--- src/rtl/montgomery_prescaler.sv ---
// Montgomery-domain prescaler: T = Y * 2^WIDTH mod N by WIDTH serial
// modular doublings, one per clock. Rejects operands the Montgomery path
// cannot handle (zero or even modulus, Y >= N) with err on the done cycle.
module montgomery_prescaler #(
  parameter int unsigned WIDTH = 256,
  parameter int unsigned CNT_W = 9
) (
  input  logic             clk,
  input  logic             reset,
  input  logic             start,
  input  logic [WIDTH-1:0] y,
  input  logic [WIDTH-1:0] n,
  output logic [WIDTH-1:0] out,
  output logic             done,
  output logic             err,
  output logic             busy
);

  typedef enum logic [1:0] {IDLE, RUN, DONE} state_t;

  state_t             state;
  logic [CNT_W-1:0]   cnt;
  logic [WIDTH-1:0]   t;
  logic [WIDTH-1:0]   nn;
  logic               err_r;
  logic               done_r;

  logic [WIDTH:0]     dbl;
  logic [WIDTH-1:0]   dbl_red;
  logic               operands_bad;

  // Doubling step; t < NN guarantees d - NN fits in WIDTH bits, so the
  // subtraction is done modulo 2^WIDTH on the low bits only.
  always_comb begin
    dbl          = {t, 1'b0};
    dbl_red      = dbl[WIDTH-1:0] - nn;
    operands_bad = (n == '0) || !n[0] || (y >= n);
  end

  // Control FSM and datapath registers.
  always_ff @(posedge clk or posedge reset) begin
    if (reset) begin
      state  <= IDLE;
      cnt    <= '0;
      t      <= '0;
      nn     <= '0;
      err_r  <= 1'b0;
      done_r <= 1'b0;
    end else begin
      done_r <= 1'b0;
      case (state)
        IDLE: begin
          if (start) begin
            nn <= n;
            if (operands_bad) begin
              t      <= '0;
              err_r  <= 1'b1;
              done_r <= 1'b1;
              state  <= DONE;
            end else begin
              t     <= y;
              err_r <= 1'b0;
              cnt   <= '0;
              state <= RUN;
            end
          end
        end
        RUN: begin
          if (dbl >= {1'b0, nn}) t <= dbl_red;
          else                   t <= dbl[WIDTH-1:0];
          cnt <= cnt + 1'b1;
          if (cnt == CNT_W'(WIDTH - 1)) begin
            done_r <= 1'b1;
            state  <= DONE;
          end
        end
        DONE: begin
          state <= IDLE;
        end
        default: begin
          state <= IDLE;
        end
      endcase
    end
  end

  assign out  = t;
  assign done = done_r;
  assign err  = err_r;
  assign busy = (state != IDLE);

endmodule

--- config.mk ---
export PLATFORM = sky130hd
export DESIGN_NAME = montgomery_prescaler
export DESIGN_NICKNAME = d
export VERILOG_FILES = /design/src/rtl/montgomery_prescaler.sv
export SDC_FILE = /design/constraint.sdc
export NUM_CORES = 2
export LEC_CHECK = 0
export ABC_AREA = 1
export BUFFER_PORTS_ARGS = -buffer_cell sky130_fd_sc_hd__clkbuf_2
export CORE_ASPECT_RATIO = 1.4
export CORE_MARGIN = 2
export CORE_UTILIZATION = 56
export DETAILED_ROUTE_END_ITERATION = 7
export PLACE_DENSITY = 0.8
export RECOVER_POWER = 100
export SYNTH_ARGS = -nofsm -noshare
export SYNTH_HDL_FRONTEND = slang
export SYNTH_SLANG_ARGS = --single-unit
--- constraint.sdc ---
create_clock -name clk -period 18.7 [get_ports clk]
set_clock_uncertainty 0.1 [all_clocks]
set_input_delay 3.74 -clock clk [delete_from_list [all_inputs] [get_ports clk]]
set_output_delay 3.74 -clock clk [all_outputs]
set_load 0.03 [all_outputs]
==> results.json, run 1 <==
{
  "status": "did not finish",
  "lastStage": "5_1_grt",
  "first-error": "[ERROR GRT-0116] Global routing finished with congestion. Check the congestion regions in the DRC Viewer.",
  "place.gp.congestion": 1.26,
  "htreeDepth": 2,
  "clock_path_buffers": 3,
  "dp_hpwl_um": 300000,
  "cts_buffers": 55,
  "cts_setup_buffers": 0,
  "synth_warnings": 0,
  "cts_root_buf": "clkbuf_16",
  "synth_seq_area_share_pct": 19.1,
  "ys.flop_type": "dfrtp_1",
  "avgSynthCellArea_um2": 5.36,
  "postCtsResizedCells": 0,
  "hold_buffers": 0,
  "fp.dieW_um": 300,
  "grt_pass1_vias": 86500,
  "rows": 152,
  "syn_inst": 12800,
  "grt_overflow_total": 3,
  "synthDominantCellAreaShare_pct": 30.5,
  "synth-edff-count": 0,
  "io_pins": 774,
  "yosys-top-cells-area": "nand2_1 (30%), dfrtp_1 (19%), inv_1 (15%)",
  "ys_ff_latch": 525,
  "dp_cells": 15000,
  "numPortBuffers": 773,
  "synth_cell_types": 46,
  "synthArstFlopShare_pct": 100,
  "die_h_um": 419,
  "synth_top_area_cell": "nand2_1",
  "grtUsageTotal_pct": 59.9,
  "cts_sinks": 525,
  "grt_max_degree": 168,
  "synth_nets": 13900,
  "grt_pass1_wl_um": 554000,
  "start_util_pct": 56.3,
  "synth.cell_area_mm2": 0.0688
}
-- kinds of logic after synthesis --
group                    after synthesis  synth area share [%]
AO/OA/AOI/OAI                        688                  5.12
XOR/XNOR                             127                  1.62
flip-flops                           525                  19.1
adder cells (fa/ha/maj)              515                  9.37
buffers and inverters               3084                  17.4
AND/OR/NAND/NOR                     7892                  47.4
-- stage by stage --
stage / instance area [um2] / worst slack, ns
floorplan: 68800 / 0.192
global placement: 73700 / 9.87
detailed placement: 73700 / 9.83
CTS: 75600 / 10.51
-- Yosys cell counts (32+ instances only) --
cell	count
nand2_1	5588
inv_1	2702
nor2_1	1117
dfrtp_1	525
ha_1	514
nand3b_1	510
nand3_1	436
o21ai_0	332
a21oi_1	323
clkbuf_1	172
xnor2_1	125
buf_2	93
inv_2	70
nor3_1	64
nand4_1	56
nor4_1	47
nor2_2	38
buf_6	32
-- layer usage --
layer  track usage [%]  overflow
met1              59.2         0
met2              89.8         2
met3              23.9         0
met4              68.4         1
met5              1.48         0
==> inputs of run 2 (changes only) <==
--- a/config.mk
+++ b/config.mk
@@ -7,11 +7,10 @@
 export LEC_CHECK = 0
 export ABC_AREA = 1
 export BUFFER_PORTS_ARGS = -buffer_cell sky130_fd_sc_hd__clkbuf_2
-export CORE_ASPECT_RATIO = 1.4
 export CORE_MARGIN = 2
-export CORE_UTILIZATION = 56
+export CORE_UTILIZATION = 40
 export DETAILED_ROUTE_END_ITERATION = 7
-export PLACE_DENSITY = 0.8
+export PLACE_DENSITY_LB_ADDON = 0.15
 export RECOVER_POWER = 100
 export SYNTH_ARGS = -nofsm -noshare
 export SYNTH_HDL_FRONTEND = slang
==> constraint.sdc (replaced) <==
create_clock -name clk -period 24.3 [get_ports clk]
set_clock_uncertainty 0.1 [all_clocks]
set_input_delay 4.86 -clock clk [delete_from_list [all_inputs] [get_ports clk]]
set_output_delay 4.86 -clock clk [all_outputs]
set_load 0.03 [all_outputs]
==> results.json, run 2 <==
{
  "die_h_um": 419,
  "crit_type": "input port to flip-flop",
  "tightest_slew_ns": 5.75,
  "path_buf_inv": 4,
  "cp_top_family": "buffers and inverters",
  "cts_tree": "done",
  "stdcell_count": 15800,
  "synth.cell_area_mm2": 0.0688,
  "synth-edff-count": 0,
  "cp_slowest_cell": "clkbuf_1",
  "relSlewSlack_pct": -283,
  "mostFrequentLayoutCell": "nand2_1",
  "grt_pass1_vias": 77800,
  "place.gp.congestion": 1.11,
  "num-fill-cells": 19200,
  "synth_most_common_cell": "nand2_1",
  "insertion_delay_ns": 0.77,
  "setup_viol": 0,
  "final_cell_mix": "nand2_1 (5587), inv_1 (2701), nor2_1 (1114), dfrtp_1 (525), ha_1 (514)",
  "slowest_delay_ns": 3.95,
  "drv_cap": 15,
  "crit_arrival_ns": 15.18,
  "io_pins": 774,
  "antenna_found_initial": 31,
  "synth_commonest_cells": "nand2_1 (5588), inv_1 (2702), nor2_1 (1117)",
  "dp_hpwl_um": 336000,
  "first_pass_iters": 6,
  "die_area_mm2": 0.175,
  "dp_cells": 15600,
  "hold_buffers": 0,
  "max_freq_mhz": 68.2,
  "cts_root_buf": "clkbuf_16",
  "coreArea_mm2": 0.171,
  "area_growth_syn_to_layout_pct": 11.0,
  "final_core_util_pct": 44.6,
  "avgSynthCellArea_um2": 5.36,
  "violations": "capacitance limit, slew limit",
  "synthDominantCellAreaShare_pct": 30.5,
  "numPortBuffers": 773,
  "cpMostUsedCell": "nand2_1",
  "route.vias.total": 81600,
  "rsz0062_at_grt": "no",
  "min_path_type": "flip-flop to flip-flop",
  "rows": 152,
  "grt_max_degree": 169,
  "cts_buffers": 67,
  "multiInputGateArea_mm2": 0.0438,
  "ys_ff_latch": 525,
  "status": "finished with violations",
  "cts_sinks": 525,
  "synth_nets": 13900,
  "grt_pass1_wl_um": 544000,
  "fin_area_mm2": 0.0764,
  "worstSetupStartpointType": "input port",
  "routed_wl_um": 391000,
  "synthArstFlopShare_pct": 100,
  "nets": 14400,
  "synth_cell_types": 46,
  "cts_setup_buffers": 0,
  "finalHoldViolations": 0,
  "grt_overflow_total": 0,
  "cp.required_ns": 24.82,
  "crit_chain": "clkbuf_2 > ha_1 > nand3_1 > nor4_2 > buf_4 > nand2_1 > nor2_1 > nand2_1 > nand4_1 > nor2_4 > clkbuf_1 > clkbuf_1 > nand2_1 > nand2_1 > nand2_1 > nand2_1 > nand2_1",
  "end_kind": "flip-flop",
  "antenna_left": 0,
  "place_area_mm2": 0.0745,
  "ys.flop_type": "dfrtp_1",
  "layout-drive-gt1-share_pct": 5.85,
  "start_util_pct": 40.2,
  "report.final.slew_viol_count": 1065,
  "cp_max_fo": 113,
  "wire_per_inst_um": 24.8,
  "postCtsResizedCells": 0,
  "yosys-top-cells-area": "nand2_1 (30%), dfrtp_1 (19%), inv_1 (15%)",
  "htreeDepth": 3,
  "synth_seq_area_share_pct": 19.1,
  "drt_iter0_drc": 7578,
  "fp.dieW_um": 419,
  "post-route-min-period_ns": 14.66,
  "synth_warnings": 0,
  "ff_latch_area_mm2": 0.0131,
  "viasPerCell": 5.17,
  "clk_pin_slew_worst_paths_ns": 0.06,
  "synth_top_area_cell": "nand2_1",
  "period_share_pct": 60.3,
  "drc": 0,
  "grtUsageTotal_pct": 43.4,
  "syn_inst": 12800,
  "setup_tns_ns": 0,
  "clock_path_buffers": 3
}
==> run 2: cell counts after synthesis <==
No cell type changed its count.
==> run 2: path summary, 6_finish.rpt <==
check / slack (ns) / endpoint / start / cells after the start
min reg2reg: 0.38 / nn[237] / nn[237] / 2
min: 0.38 / nn[237] / nn[237] / 2
max reg2reg: 14.82 / nn[47] / state[1] / 6
min in group asynchronous: 5.57 / nn[136] / reset / 2
max in group asynchronous: 11.42 / out[53] / reset / 5
max: 9.64 / cnt[5] / y[164] / 17
==> run 2: area by class of cell <==
type | count | area share [%]
Antenna cell | 19 | 0.0622
Inverter | 2775 | 13.6
Timing Repair Buffer | 816 | 5.06
Sequential cell | 525 | 17.2
Clock inverter | 18 | 0.321
Multi-Input combinational cell | 9222 | 57.3
Tap cell | 2310 | 3.78
Clock buffer | 100 | 2.62
==> run 2: routing by layer <==
metal,vias up,wire [um],GRT usage [%]
li1,39300,-,-
met2,3392,174000,69.9
met3,829,28900,8.53
met5,-,83,0
met1,38000,153000,50.9
met4,12,35400,32.8
==> run 2: logic make-up after synthesis <==
| group | after synthesis | share of synthesized area (%) |
|---|---|---|
| adders and majority gates | 515 | 9.37 |
| DFF | 525 | 19.1 |
| AOI/OAI and AO/OA | 688 | 5.12 |
| and+or+nand+nor | 7892 | 47.4 |
| buffers and inverters | 3084 | 17.4 |
| xor gates and xnor gates | 127 | 1.62 |
==> run 2: stage by stage <==
step / hold WS, ns / setup slack, ns
after global routing: 0.400 / 9.29
after floorplan: 0.342 / 4.67
after CTS: 0.384 / 14.87
final: 0.384 / 9.64
after detailed placement: 0.367 / 14.10
after global placement: 0.365 / 11.84
==> run 2: worst min-delay path, cell delays in order, from the launching register on <==
cell and delay, ns:
dfrtp_1 0.34, nand2_1 0.05, o21ai_0 0.06
Power of run 2 is not shown: default switching activity piles up to over one toggle a cycle in this logic, so the estimate is an artifact.
